### config.mk
export PLATFORM = sky130hd
export DESIGN_NAME = itrace_dct_packer
export DESIGN_NICKNAME = d
export VERILOG_FILES = /design/src/rtl/itrace_dct_packer.sv
export SDC_FILE = /design/constraint.sdc
export NUM_CORES = 1
export LEC_CHECK = 0
export CAP_MARGIN = 40
export CORE_ASPECT_RATIO = 1.4
export CORE_MARGIN = 1.5
export CORE_UTILIZATION = 45
export CTS_BUF_LIST = sky130_fd_sc_hd__clkbuf_4 sky130_fd_sc_hd__clkbuf_8 sky130_fd_sc_hd__clkbuf_16
export CTS_CLUSTER_DIAMETER = 100
export DETAILED_ROUTE_END_ITERATION = 10
export GPL_TIMING_DRIVEN = 0
export PLACE_DENSITY = 0.83
export SYNTH_ARGS = -nofsm -noshare
export SYNTH_HDL_FRONTEND = slang
export SYNTH_SLANG_ARGS = --single-unit
### constraint.sdc
create_clock -name clk -period 2.9 [get_ports clk]
set_input_delay 0.29 -clock clk [delete_from_list [all_inputs] [get_ports clk]]
set_output_delay 0.29 -clock clk [all_outputs]
set_load 0.03 [all_outputs]
### src/rtl/itrace_dct_packer.sv
// itrace_dct_packer
//   Direct-compressed-trace packer for the OCI instruction-trace path.
//   Packs retired conditional-branch outcomes as 2-bit codes into a
//   30-bit (15-slot) buffer. Full or flushed buffers are handed to the
//   trace FIFO through a single-entry valid/ready frame slot.
//   Code map: 2'b10 = taken, 2'b01 = not taken, 2'b00 = empty slot.
//   Optional build macro ITRACE_DROP_COUNTER_EN adds a saturating
//   16-bit drop_count output next to the sticky overflow flag.
module itrace_dct_packer (
    input  logic        clk,
    input  logic        reset,
    input  logic        trace_en,
    input  logic        br_valid,
    input  logic        br_taken,
    input  logic        flush_req,
    input  logic        test_end_req,
    input  logic        frame_ready,
    output logic        frame_valid,
    output logic [29:0] frame_data,
    output logic [3:0]  frame_cnt,
    output logic [29:0] dct_buffer,
    output logic [3:0]  dct_count,
    output logic        test_ending,
    output logic        test_has_ended,
    output logic        overflow
`ifdef ITRACE_DROP_COUNTER_EN
    ,
    output logic [15:0] drop_count
`endif
);

    typedef enum logic [1:0] {
        ST_IDLE  = 2'd0,
        ST_DRAIN = 2'd1,
        ST_DONE  = 2'd2
    } te_state_t;

    te_state_t   state;
    te_state_t   state_nxt;

    logic        flush_pend;
    logic        ev;
    logic        append;
    logic        drop;
    logic        close;
    logic        slot_free;
    logic        load;
    logic        accept;
    logic [29:0] dct_buffer_nxt;
    logic [3:0]  dct_count_nxt;

    // Append/drop decision and frame close condition for this cycle
    always_comb begin
        ev             = br_valid & trace_en & (state == ST_IDLE);
        append         = ev & (dct_count != 4'd15);
        drop           = ev & (dct_count == 4'd15);
        dct_buffer_nxt = dct_buffer;
        dct_count_nxt  = dct_count;
        if (append) begin
            dct_buffer_nxt = {dct_buffer[27:0], (br_taken ? 2'b10 : 2'b01)};
            dct_count_nxt  = dct_count + 4'd1;
        end
        slot_free = ~frame_valid | frame_ready;
        accept    = frame_valid & frame_ready;
        close     = (dct_count_nxt == 4'd15) |
                    ((flush_req | flush_pend | test_ending) & (dct_count_nxt != 4'd0));
        load      = close & slot_free;
    end

    // Test-end sequencing: drain the buffer and frame slot, then stay done
    always_comb begin
        state_nxt      = state;
        test_ending    = 1'b0;
        test_has_ended = 1'b0;
        case (state)
            ST_IDLE: begin
                if (test_end_req) begin
                    state_nxt = ST_DRAIN;
                end
            end
            ST_DRAIN: begin
                test_ending = 1'b1;
                // Done once nothing is buffered, loading, or left unaccepted in the slot
                if ((dct_count == 4'd0) && !load && (!frame_valid || frame_ready)) begin
                    state_nxt = ST_DONE;
                end
            end
            ST_DONE: begin
                test_has_ended = 1'b1;
            end
            default: begin
                state_nxt = ST_IDLE;
            end
        endcase
    end

    // Test-end state register
    always_ff @(posedge clk) begin
        if (reset) begin
            state <= ST_IDLE;
        end else begin
            state <= state_nxt;
        end
    end

    // Packing buffer, frame slot and sticky flags
    always_ff @(posedge clk) begin
        if (reset) begin
            dct_buffer  <= '0;
            dct_count   <= '0;
            frame_valid <= 1'b0;
            frame_data  <= '0;
            frame_cnt   <= '0;
            flush_pend  <= 1'b0;
            overflow    <= 1'b0;
        end else begin
            if (drop) begin
                overflow <= 1'b1;
            end
            if (load) begin
                frame_data  <= dct_buffer_nxt;
                frame_cnt   <= dct_count_nxt;
                frame_valid <= 1'b1;
                dct_buffer  <= '0;
                dct_count   <= '0;
                flush_pend  <= 1'b0;
            end else begin
                dct_buffer <= dct_buffer_nxt;
                dct_count  <= dct_count_nxt;
                // Remember a flush that could not close because the slot was busy
                if (flush_req && (dct_count_nxt != 4'd0)) begin
                    flush_pend <= 1'b1;
                end
                if (accept) begin
                    frame_valid <= 1'b0;
                end
            end
        end
    end

`ifdef ITRACE_DROP_COUNTER_EN
    // Saturating count of dropped branch events
    always_ff @(posedge clk) begin
        if (reset) begin
            drop_count <= '0;
        end else if (drop && (drop_count != 16'hFFFF)) begin
            drop_count <= drop_count + 16'd1;
        end
    end
`endif

endmodule

==> results of run 1 <==
[area by class of cell]
class                           instances  area share (%)
Tap cell                               72            2.26
Timing Repair Buffer                   79            19.8
Buffer                                 24            3.42
Clock inverter                          5            1.57
Inverter                                6           0.564
Multi-Input combinational cell        192            32.0
Sequential cell                        73            36.6
Clock buffer                           11            3.79
[kinds of logic (layout without fill, tap and decap cells)]
logic type / Yosys count / count (layout)
AO/OA/AOI/OAI: 58 / 58
XOR/XNOR: 2 / 2
adder cells (fa/ha/maj): 2 / 2
buffers and inverters: 30 / 125
flip-flops: 73 / 73
multiplexers: 28 / 28
AND/OR/NAND/NOR: 102 / 102
[worst min path at each step]
stage               cells after the start      endpoint    startpoint
floorplan                               2      state[0]  test_end_req
global placement                        2  frame_cnt[2]  frame_cnt[2]
detailed placement                      2  frame_cnt[2]  frame_cnt[2]
CTS                                     2  frame_cnt[2]  frame_cnt[2]
global route                            2  frame_cnt[2]  frame_cnt[2]
finish                                  2  frame_cnt[2]  frame_cnt[2]
[metrics by stage]
step	std cells	total power [mW]	util [%]
6_report	462	2.81	64.3
5_1_grt	462	2.94	64.3
4_1_cts	462	2.82	64.3
3_5_place_dp	446	1.99	60.8
3_3_place_gp	446	1.98	60.8
2_1_floorplan	295	1.70	-
[cells in the final DEF, fill, tap and decap left out, drive strengths merged, types with 3 or more instances in the layout]
cell type / n
dfxtp: 73
nand2b: 3
a211oi: 31
mux2i: 28
nor2: 41
buf: 14
a21oi: 6
inv: 7
o21ba: 3
clkbuf: 21
clkdlybuf4s50: 79
nor2b: 3
nor3: 35
nand2: 5
o21ai: 4
a311oi: 3
nand3: 3
[metal layers]
metal,GRT usage (%),routed length (um),vias to the layer above
li1,-,-,1251
met3,5.06,421,14
met2,38.9,3980,92
met4,10.4,172,0
met1,25.9,3000,1244
met5,0,0,-
[cell usage after synthesis, types with 2 or more instances]
library cell	n	area, sq um
nor2_2	2	12.5
a311oi_1	3	26.3
nor2_1	39	146
nand2_1	5	18.8
nand2b_1	3	18.8
buf_6	5	56.3
a21oi_1	6	30.0
nor3_1	35	175
or3_1	2	12.5
ha_1	2	25.0
inv_1	6	22.5
a211oi_1	30	225
dfxtp_1	73	1460
o32ai_1	2	17.5
nor2b_1	3	18.8
buf_2	7	35.0
mux2i_1	28	280
nand3_1	3	15.0
o21ai_0	4	20.0
clkbuf_1	10	37.5
buf_1	2	7.51
o21ba_2	3	30.0
[power breakdown]
part	internal (mW)	leakage [nW]	switching, mW
sequential	1.10	0.594	0.0677
combinational	0.337	0.773	0.465
clock	0.448	0.102	0.393
[flip-flops by register name, indices dropped and copies added (netlist names)]
| signal | flops |
|---|---|
| dct_buffer | 30 |
| dct_count | 4 |
| flush_pend | 1 |
| frame_valid | 1 |
| frame_data | 30 |
| frame_cnt | 4 |
| state | 2 |
| overflow | 1 |
[worst reg2reg max path: stages (launching register included)]
cell	delay, ns
dfxtp_1	0.50
ha_1	0.20
clkbuf_1	0.32
xor2_1	0.18
nand4_1	0.18
a211o_1	0.36
nand2_1	0.20
buf_1	0.42
a211oi_1	0.15
==> qor.csv, run 1 <==
stage,metric,value,unit
finish,regArea,0.00146,sq mm
floorplan,die_h,98.0,um
power_and_ir_drop,powerDensity,704,mW/mm^2
drt,ant_nets,0,
placement,placed_cell_area,0.00378,sq mm
grt,first_global_vias,2586,
placement,gp_congestion,0.809,
setup_path,start_kind,register,
floorplan,core-area,0.00621,sq mm
setup_path,critPathLaunch,dct_count[0],
timing,fmax,378,MHz
grt,grt_max_degree,14,
grt,grt_pass1_wl,12300,um
cts,cts_root_buf,clkbuf_8,
timing,hold_viol_final,0,
timing,finalSetupViolCount,0,
setup_path,worstSetupEndpointType,register,
setup_path,crit_family,buffers and inverters,
synth,syn_area,0.00290,sq mm
drt,wl_per_cell,16.4,um
setup_path,path_max_fanout,10,
synth,yosys.area_share.simple,17.7,%
synth,avgSynthCellArea,9.82,sq um
floorplan,die-area,0.00694,sq mm
floorplan,start_util,46.7,%
status,status,"finished, final reports clean",
cts,cts_buffer_depth,2,
floorplan,core.rowCount,34,
cts,cts_sinks,73,
cts,insertion_delay,0.36,ns
drt,wl,7570,um
floorplan,die_x,70.8,um
finish,antennaDiodeCount,0,
cts,cts_hold_buffers,0,
synth,ys_types,44,
cts,cts_max_level,3,
setup_path,cp_slowest_cell,dfxtp_1,
synth,synthCells,295,
drt,drtIter0Drc,203,
synth,ys.flop_type,dfxtp_1,
timing,clock_skew,0.0138,ns
setup_path,cp_slowest_stage_delay,0.50,ns
synth,synth_edf_count,0,
drt,dr.pass1.iters,5,
min_path,hold_path.class,reg2reg,
synth,synth_seq_area_share,50.4,%
synth,muxShareOfSynthArea,9.67,%
synth,ys_ff_latch,73,
grt,gr-total-overflow,0,
placement,dp_slack,0.182,ns
setup_path,r2r_slack,0.25,ns
timing,worstMarginPinSlew,0.494,ns
setup_path,critical_path_depth,8,
timing,fin_crit,2.65,ns
setup_path,r2r-end,frame_data[2],
timing,drv_slew,0,
setup_path,cp.arrival,2.85,ns
grt,grt_antenna_before_repair,0,
grt,track_usage,22.5,%
power_and_ir_drop,p_leak,1.47,nW
setup_path,worst-path-buf-inv,2,
placement,io_buffers,79,
synth,synth_top_family_by_area,simple AND/OR/NAND/NOR gates,
run,max-cap-violations,0,
floorplan,pin_count,80,
timing,fin_crit_sh,91.2,%
synth,syn_nets,305,
synth,synth_fa_ha_area_share,0.864,%
drt,via_count,2601,
synth,synth-compound-area-share,15.2,%
synth,async_flop_share,0,%
setup_path,cp_cell_sequence,ha_1 > clkbuf_1 > xor2_1 > nand4_1 > a211o_1 > nand2_1 > buf_1 > a211oi_1,
finish,fillers,511,
cts,cts_tree,done,
timing,rsz0062_at_grt,false,
placement,dp_hpwl,5410,um
setup_path,crit_path_end,frame_data[2],
cts,clk_pin_slew,0.08,ns
setup_path,path_class,reg2reg,
synth,synth_xor_area_share,0.604,%
finish,multiInputGateArea,0.00128,sq mm
timing,relSlewSlack,67.0,%
finish,final_cell_area,0.00399,sq mm
setup_path,worstRegToRegCells,8,
drt,vias_per_cell,5.63,
cts,post_cts_resized,0,
cts,cts_buffers,9,
finish,area_delta_synth_final,37.8,%
finish,finalNetCount,395,
timing,timing.hold.ws,0.481,ns
timing,fin_ws,0.254,ns
power_and_ir_drop,ir_worst_vdd,0.000482,V
setup_path,cp_data_required_time,3.11,ns
finish,drive_gt1_share,8.97,%
cts,cts_setup_buffers,0,
synth,synth_warnings,0,
drt,drc_errors,0,
setup_path,timing.rr.start,dct_count[0],
timing,final.setup.tns,0,ns
No activity file was read; power rests on OpenSTA's default activity.
==> inputs of run 2 (changes only) <==
--- a/config.mk
+++ b/config.mk
@@ -5,6 +5,7 @@
 export SDC_FILE = /design/constraint.sdc
 export NUM_CORES = 1
 export LEC_CHECK = 0
+export ABC_AREA = 1
 export CAP_MARGIN = 40
 export CORE_ASPECT_RATIO = 1.4
 export CORE_MARGIN = 1.5
@@ -12,8 +13,7 @@
 export CTS_BUF_LIST = sky130_fd_sc_hd__clkbuf_4 sky130_fd_sc_hd__clkbuf_8 sky130_fd_sc_hd__clkbuf_16
 export CTS_CLUSTER_DIAMETER = 100
 export DETAILED_ROUTE_END_ITERATION = 10
-export GPL_TIMING_DRIVEN = 0
-export PLACE_DENSITY = 0.83
+export PLACE_DENSITY_LB_ADDON = 0.25
 export SYNTH_ARGS = -nofsm -noshare
 export SYNTH_HDL_FRONTEND = slang
 export SYNTH_SLANG_ARGS = --single-unit
==> run 2 against run 1 <==
  * Setup slack improved by 0.16 ns
  * Non-clock buffer count down 19
  * Largest cell class unchanged
  * Critical endpoint is now frame_data[12]
  * Critical path type unchanged
  * Total power is 3.9% lower
  * Combinational power is 2% higher
==> qor.csv, run 2 <==
stage,metric,value,unit,change
status,status,"finished, final reports clean",,
floorplan,die-area,0.00699,sq mm,+0.82%
drt,ant_nets,0,,unchanged
grt,grt_max_degree,64,,+50
cts,cts_hold_buffers,0,,unchanged
cts,post_cts_resized,0,,unchanged
drt,wl,6500,um,-14%
synth,synth_edf_count,0,,unchanged
floorplan,die_x,71.1,um,+0.41%
cts,cts_tree,done,,
finish,fin_util,62.4,%,-1.9 points
setup_path,path_class,reg2reg,,
timing,hold_viol_final,0,,unchanged
synth,synth_common_cells,"nand2_1, nor2_1, dfxtp_1",,
floorplan,pin_count,80,,unchanged
drt,dr.pass1.iters,4,,-1
synth,synthCells,400,,+36%
synth,syn_nets,410,,+34%
power_and_ir_drop,powerDensity,693,mW/mm^2,-1.6%
timing,fmax,402,MHz,+6.4%
timing,finalSetupViolCount,0,,unchanged
grt,first_global_vias,2472,,-4.4%
drt,drc_errors,0,,unchanged
floorplan,core.rowCount,34,,unchanged
finish,area_delta_synth_final,33.5,%,
min_path,hold_path.class,reg2reg,,
cts,cts_max_level,3,,unchanged
synth,avgSynthCellArea,7.31,sq um,-26%
finish,finalNetCount,486,,+23%
cts,cts_buffers,9,,unchanged
timing,fin_crit,2.49,ns,-0.160 ns
timing,relSlewSlack,60.7,%,-6.3 points
timing,fin_ws,0.414,ns,+0.160 ns
timing,drv_slew,0,,unchanged
timing,clock_skew,0.00762,ns,-0.00620 ns
setup_path,start_kind,register,,
synth,ys.flop_type,dfxtp_1,,
placement,io_buffers,79,,unchanged
drt,vias_per_cell,4.80,,-15%
finish,antennaDiodeCount,0,,unchanged
power_and_ir_drop,p_leak,1.63,nW,+11%
grt,grt_pass1_wl,11100,um,-9.5%
synth,synth_top_cells_by_area,"dfxtp_1, nand2_1, nor2_1, o21ai_0, inv_1",,
cts,cts_sinks,73,,unchanged
placement,place_inst,537,,+20%
cts,cts_setup_buffers,0,,unchanged
run,max-cap-violations,0,,unchanged
timing,timing.hold.ws,0.471,ns,-0.0101 ns
setup_path,worstSetupEndpointType,register,,
placement,gp_congestion,0.907,,+12%
setup_path,path_max_fanout,63,,+53
cts,clk_pin_slew,0.08,ns,about the same
cts,insertion_delay,0.34,ns,-0.02 ns
timing,worstMarginPinSlew,0.589,ns,+0.0955 ns
drt,wl_per_cell,11.8,um,-28%
finish,final_cell_mix,"nand2_1, nor2_1, clkdlybuf4s50_1",,
placement,placed_cell_area,0.00373,sq mm,-1.4%
floorplan,die_h,98.4,um,+0.41%
synth,synthMostInstantiatedCell,nand2_1,,
grt,gr-total-overflow,0,,unchanged
timing,rsz0062_at_grt,false,,
cts,cts_buffer_depth,2,,unchanged
setup_path,cp.arrival,2.72,ns,-0.13 ns
floorplan,start_util,46.7,%,+0.083 points
power_and_ir_drop,total_power,2.70,mW,-3.9%
synth,yosysTopAreaCell,dfxtp_1,,
floorplan,core-area,0.00625,sq mm,+0.68%
synth,async_flop_share,0,%,unchanged
drt,via_count,2655,,+2.1%
synth,syn_area,0.00292,sq mm,+0.86%
placement,dp_hpwl,4590,um,-15%
finish,top_regs,"dct_buffer (30), frame_data (30)",,
finish,fillers,587,,+15%
timing,fin_crit_sh,85.7,%,-5.5 points
finish,layout_commonest_cell,nand2_1,,
synth,synth_seq_area_share,50.0,%,-0.43 points
synth,ys_ff_latch,73,,unchanged
finish,fin_cells,553,,+20%
drt,drtIter0Drc,154,,-24%
synth,synth_top_area_share,50.0,%,-0.43 points
setup_path,cp_data_required_time,3.13,ns,+0.02 ns
cts,cts_root_buf,clkbuf_8,,
synth,ys_types,23,,-48%
power_and_ir_drop,ir_worst_vdd,0.000347,V,-28%
synth,synth_warnings,0,,unchanged
grt,track_usage,19.7,%,-2.8 points
placement,dp_slack,0.368,ns,+0.187 ns
grt,grt_antenna_before_repair,0,,unchanged
finish,drive_gt1_share,9.15,%,+0.17 points
timing,final.setup.tns,0,ns,unchanged
finish,final_cell_area,0.00390,sq mm,-2.3%
## run 2: final cells by class
cell class	instances	area (sq um)	share of cell area, %
clock buffers	10	131	3.37
clock inverters	6	43.8	1.12
inverters	28	108	2.76
multi-input cells	280	1240	31.8
flip-flops and latches	73	1460	37.5
well taps	72	90.1	2.31
repair buffers	84	828	21.2
## run 2: final timing paths
path                      from             end  slack, ns  depth (start not counted)
setup / recovery  dct_count[0]  frame_data[12]       0.41                         14
hold / removal    frame_cnt[1]    frame_cnt[1]       0.47                          2
setup reg to reg  dct_count[0]  frame_data[12]       0.41                         14
hold reg to reg   frame_cnt[1]    frame_cnt[1]       0.47                          2
## run 2: power by group
group / leakage, nW / internal [mW] / switching, mW / total (mW)
logic: 0.952 / 0.307 / 0.508 / 0.815
registers: 0.596 / 1.11 / 0.0663 / 1.18
clock network: 0.0783 / 0.321 / 0.387 / 0.708
## run 2: worst max-delay path, stage by stage (launching register included)
cell,delay (ns)
dfxtp_1,0.44
ha_1,0.27
nand3_2,0.12
nand3_2,0.20
nand2_1,0.10
nand2_1,0.13
nor2_1,0.07
nand2_1,0.09
nand2_2,0.09
nand2_4,0.09
nand2_8,0.08
inv_4,0.43
nand2_1,0.11
nand2_1,0.09
nor2_1,0.04
## run 2: cells by family after synthesis
group | share of synthesized area, %
AO/OA/AOI/OAI | 6.68
buffers and inverters | 7.62
adder cells (fa/ha/maj) | 0.856
AND/OR/NAND/NOR | 33.8
multiplexers | 1.03
flip-flops | 50.0
## run 2: metal layers
| layer | wire (um) | track usage, % | up-vias |
|---|---|---|---|
| li1 | - | - | 1375 |
| met1 | 2790 | 23.7 | 1186 |
| met2 | 3230 | 33.4 | 80 |
| met3 | 293 | 3.51 | 14 |
| met4 | 184 | 9.87 | 0 |
| met5 | 0 | 0 | - |
==> inputs of run 3 (changes only) <==
--- a/config.mk
+++ b/config.mk
@@ -8,7 +8,7 @@
 export ABC_AREA = 1
 export CAP_MARGIN = 40
 export CORE_ASPECT_RATIO = 1.4
-export CORE_MARGIN = 1.5
+export CORE_MARGIN = 3
 export CORE_UTILIZATION = 45
 export CTS_BUF_LIST = sky130_fd_sc_hd__clkbuf_4 sky130_fd_sc_hd__clkbuf_8 sky130_fd_sc_hd__clkbuf_16
 export CTS_CLUSTER_DIAMETER = 100
==> run 3 against run 2 <==
  * Critical endpoint is now frame_data[28]
  * Combinational power hardly changed
  * Die area is 7.4% higher
  * Total power is 10% higher
  * Critical path depth is 2 lower
  * Utilization is 1.2 points higher
  * Global-route usage is 0.71 points lower
  * Sequential power hardly changed
  * Via count hardly changed
  * Worst hold slack hardly changed
  * Cell count stayed put
  * Clock-buffer cell count stayed put
  * Non-clock buffer count stayed put
==> qor.csv, run 3 (synthesized netlist as in run 2, its figures left out) <==
stage,metric,value,unit,change
finish,final_cell_mix,"nand2_1, nor2_1, clkdlybuf4s50_1",,
cts,clk_pin_slew,0.08,ns,about the same
floorplan,die_x,74.1,um,+4.2%
timing,clock_skew,0.0101,ns,+0.00243 ns
timing,rsz0062_at_grt,false,,
finish,area_delta_synth_final,36.1,%,
grt,track_usage,19.0,%,-0.71 points
timing,relSlewSlack,61.4,%,+0.70 points
timing,final.setup.tns,0,ns,unchanged
cts,cts_buffer_depth,2,,unchanged
cts,cts_root_buf,clkbuf_8,,
floorplan,core-area,0.00625,sq mm,unchanged
setup_path,cp.arrival,2.71,ns,about the same
drt,wl_per_cell,12.3,um,+4.6%
min_path,hold_path.class,reg2reg,,
setup_path,timing.rr.start,dct_count[0],,
placement,dp_hpwl,4760,um,+3.7%
floorplan,die-area,0.00751,sq mm,+7.4%
setup_path,start_kind,register,,
timing,finalSetupViolCount,0,,unchanged
power_and_ir_drop,powerDensity,750,mW/mm^2,+8.2%
drt,drtIter0Drc,160,,+3.9%
cts,cts_tree,done,,
finish,fin_util,63.6,%,+1.2 points
cts,cts_hold_buffers,0,,unchanged
finish,top_regs,"dct_buffer (30), frame_data (30)",,
finish,fillers,596,,+1.5%
setup_path,path_class,reg2reg,,
power_and_ir_drop,pwr-share-comb,27.4,%,-2.7 points
power_and_ir_drop,swShare,32.3,%,-3.2 points
setup_path,worstRegToRegCells,12,,-2
grt,grt_antenna_before_repair,0,,unchanged
grt,first_global_vias,2403,,-2.8%
timing,worstMarginPinSlew,0.579,ns,-0.0105 ns
grt,gr-total-overflow,0,,unchanged
power_and_ir_drop,p_clk_share,33.0,%,+6.8 points
placement,placed_cell_area,0.00373,sq mm,unchanged
cts,cts_sinks,73,,unchanged
finish,finalNetCount,486,,unchanged
setup_path,r2r-end,frame_data[28],,
setup_path,path_max_fanout,63,,unchanged
power_and_ir_drop,power.switching,0.964,mW,+0.31%
drt,via_count,2657,,+0.075%
power_and_ir_drop,pwr-share-seq,39.7,%,-4.0 points
floorplan,pin_count,80,,unchanged
floorplan,core.rowCount,34,,unchanged
timing,fin_crit,2.48,ns,-0.00634 ns
drt,vias_per_cell,4.80,,about the same
timing,fin_crit_sh,85.5,%,-0.22 points
run,max-cap-violations,0,,unchanged
setup_path,r2r_slack,0.42,ns,about the same
grt,grt_max_degree,64,,unchanged
timing,hold_viol_final,0,,unchanged
min_path,hold_start,frame_cnt[1],,
finish,drive_gt1_share,9.15,%,unchanged
floorplan,start_util,46.7,%,unchanged
finish,fin_cells,553,,unchanged
cts,cts_buffers,9,,unchanged
cts,insertion_delay,0.34,ns,about the same
finish,antennaDiodeCount,0,,unchanged
placement,io_buffers,79,,unchanged
finish,final_cell_area,0.00398,sq mm,+2.0%
cts,cts_max_level,3,,unchanged
setup_path,worstSetupEndpointType,register,,
min_path,worstHoldEndpoint,frame_cnt[1],,
setup_path,cp_data_required_time,3.13,ns,about the same
setup_path,critPathLaunch,dct_count[0],,
grt,grt_pass1_wl,11000,um,-1.2%
cts,cts_setup_buffers,0,,unchanged
placement,gp_congestion,0.846,,-6.8%
floorplan,die_h,101,um,+3.1%
drt,ant_nets,0,,unchanged
power_and_ir_drop,ir_worst_vdd,0.000360,V,+3.9%
drt,wl,6800,um,+4.6%
power_and_ir_drop,p_int,2.02,mW,+16%
drt,drc_errors,0,,unchanged
finish,layout_commonest_cell,nand2_1,,
placement,place_inst,537,,unchanged
timing,drv_slew,0,,unchanged
power_and_ir_drop,p_leak,1.67,nW,+2.7%
cts,post_cts_resized,0,,unchanged
timing,fmax,403,MHz,+0.26%
drt,dr.pass1.iters,4,,unchanged
status,status,"finished, final reports clean",,
min_path,hold_depth,2,,unchanged
[run 3: per-stage QoR]
stage,hold WS [ns],power [mW],setup WS [ns]
final,0.471,2.98,0.420
after global routing,0.499,3.14,0.161
after CTS,0.473,3.01,0.427
after detailed placement,0.460,2.03,0.376
after global placement,0.461,2.01,0.444
after floorplan,0.359,1.75,0.819
[run 3: per-layer routing]
| metal | track usage, % | share of wire, % | wire length, um |
|---|---|---|---|
| met5 | 0 | 0 | 0 |
| met4 | 8.23 | 2.1 | 146 |
| met3 | 4.57 | 5.3 | 362 |
| met2 | 31.6 | 51 | 3450 |
| met1 | 23.0 | 42 | 2840 |
[run 3: critical path, stage by stage, from the launching register on]
cell	delay (ns)
dfxtp_1	0.43
ha_1	0.27
nand3_2	0.12
nand3_2	0.21
nand2_1	0.10
nand2_1	0.12
nand4_1	0.19
nand2_4	0.15
nand2_8	0.08
inv_4	0.44
nand2_1	0.11
nand2_1	0.09
nor2_1	0.07
[run 3: worst max-delay path by stage]
stage                      to  cells after the start
4_1_cts        frame_data[28]                     12
3_3_place_gp   frame_data[22]                     14
2_1_floorplan  frame_data[17]                     13
5_1_grt        frame_data[18]                     14
3_5_place_dp   frame_data[28]                     13
6_report       frame_data[28]                     12
[run 3: area by class of cell]
| type | instances | area (sq um) | share of cell area (%) |
|---|---|---|---|
| sequential | 73 | 1460 | 36.7 |
| inverter | 28 | 108 | 2.70 |
| clock inverter | 6 | 115 | 2.89 |
| tap | 72 | 90.1 | 2.26 |
| timing repair buffer | 84 | 828 | 20.8 |
| multi-input combinational | 280 | 1240 | 31.1 |
| clock buffer | 10 | 138 | 3.46 |
[run 3: power by group through the flow]
stage	combinational, mW	sequential (mW)	clock (mW)
2_1_floorplan	0.347	1.40	0
3_3_place_gp	0.811	1.20	0
3_5_place_dp	0.820	1.21	0
4_1_cts	0.823	1.18	1.00
5_1_grt	0.895	1.20	1.05
6_report	0.816	1.18	0.983
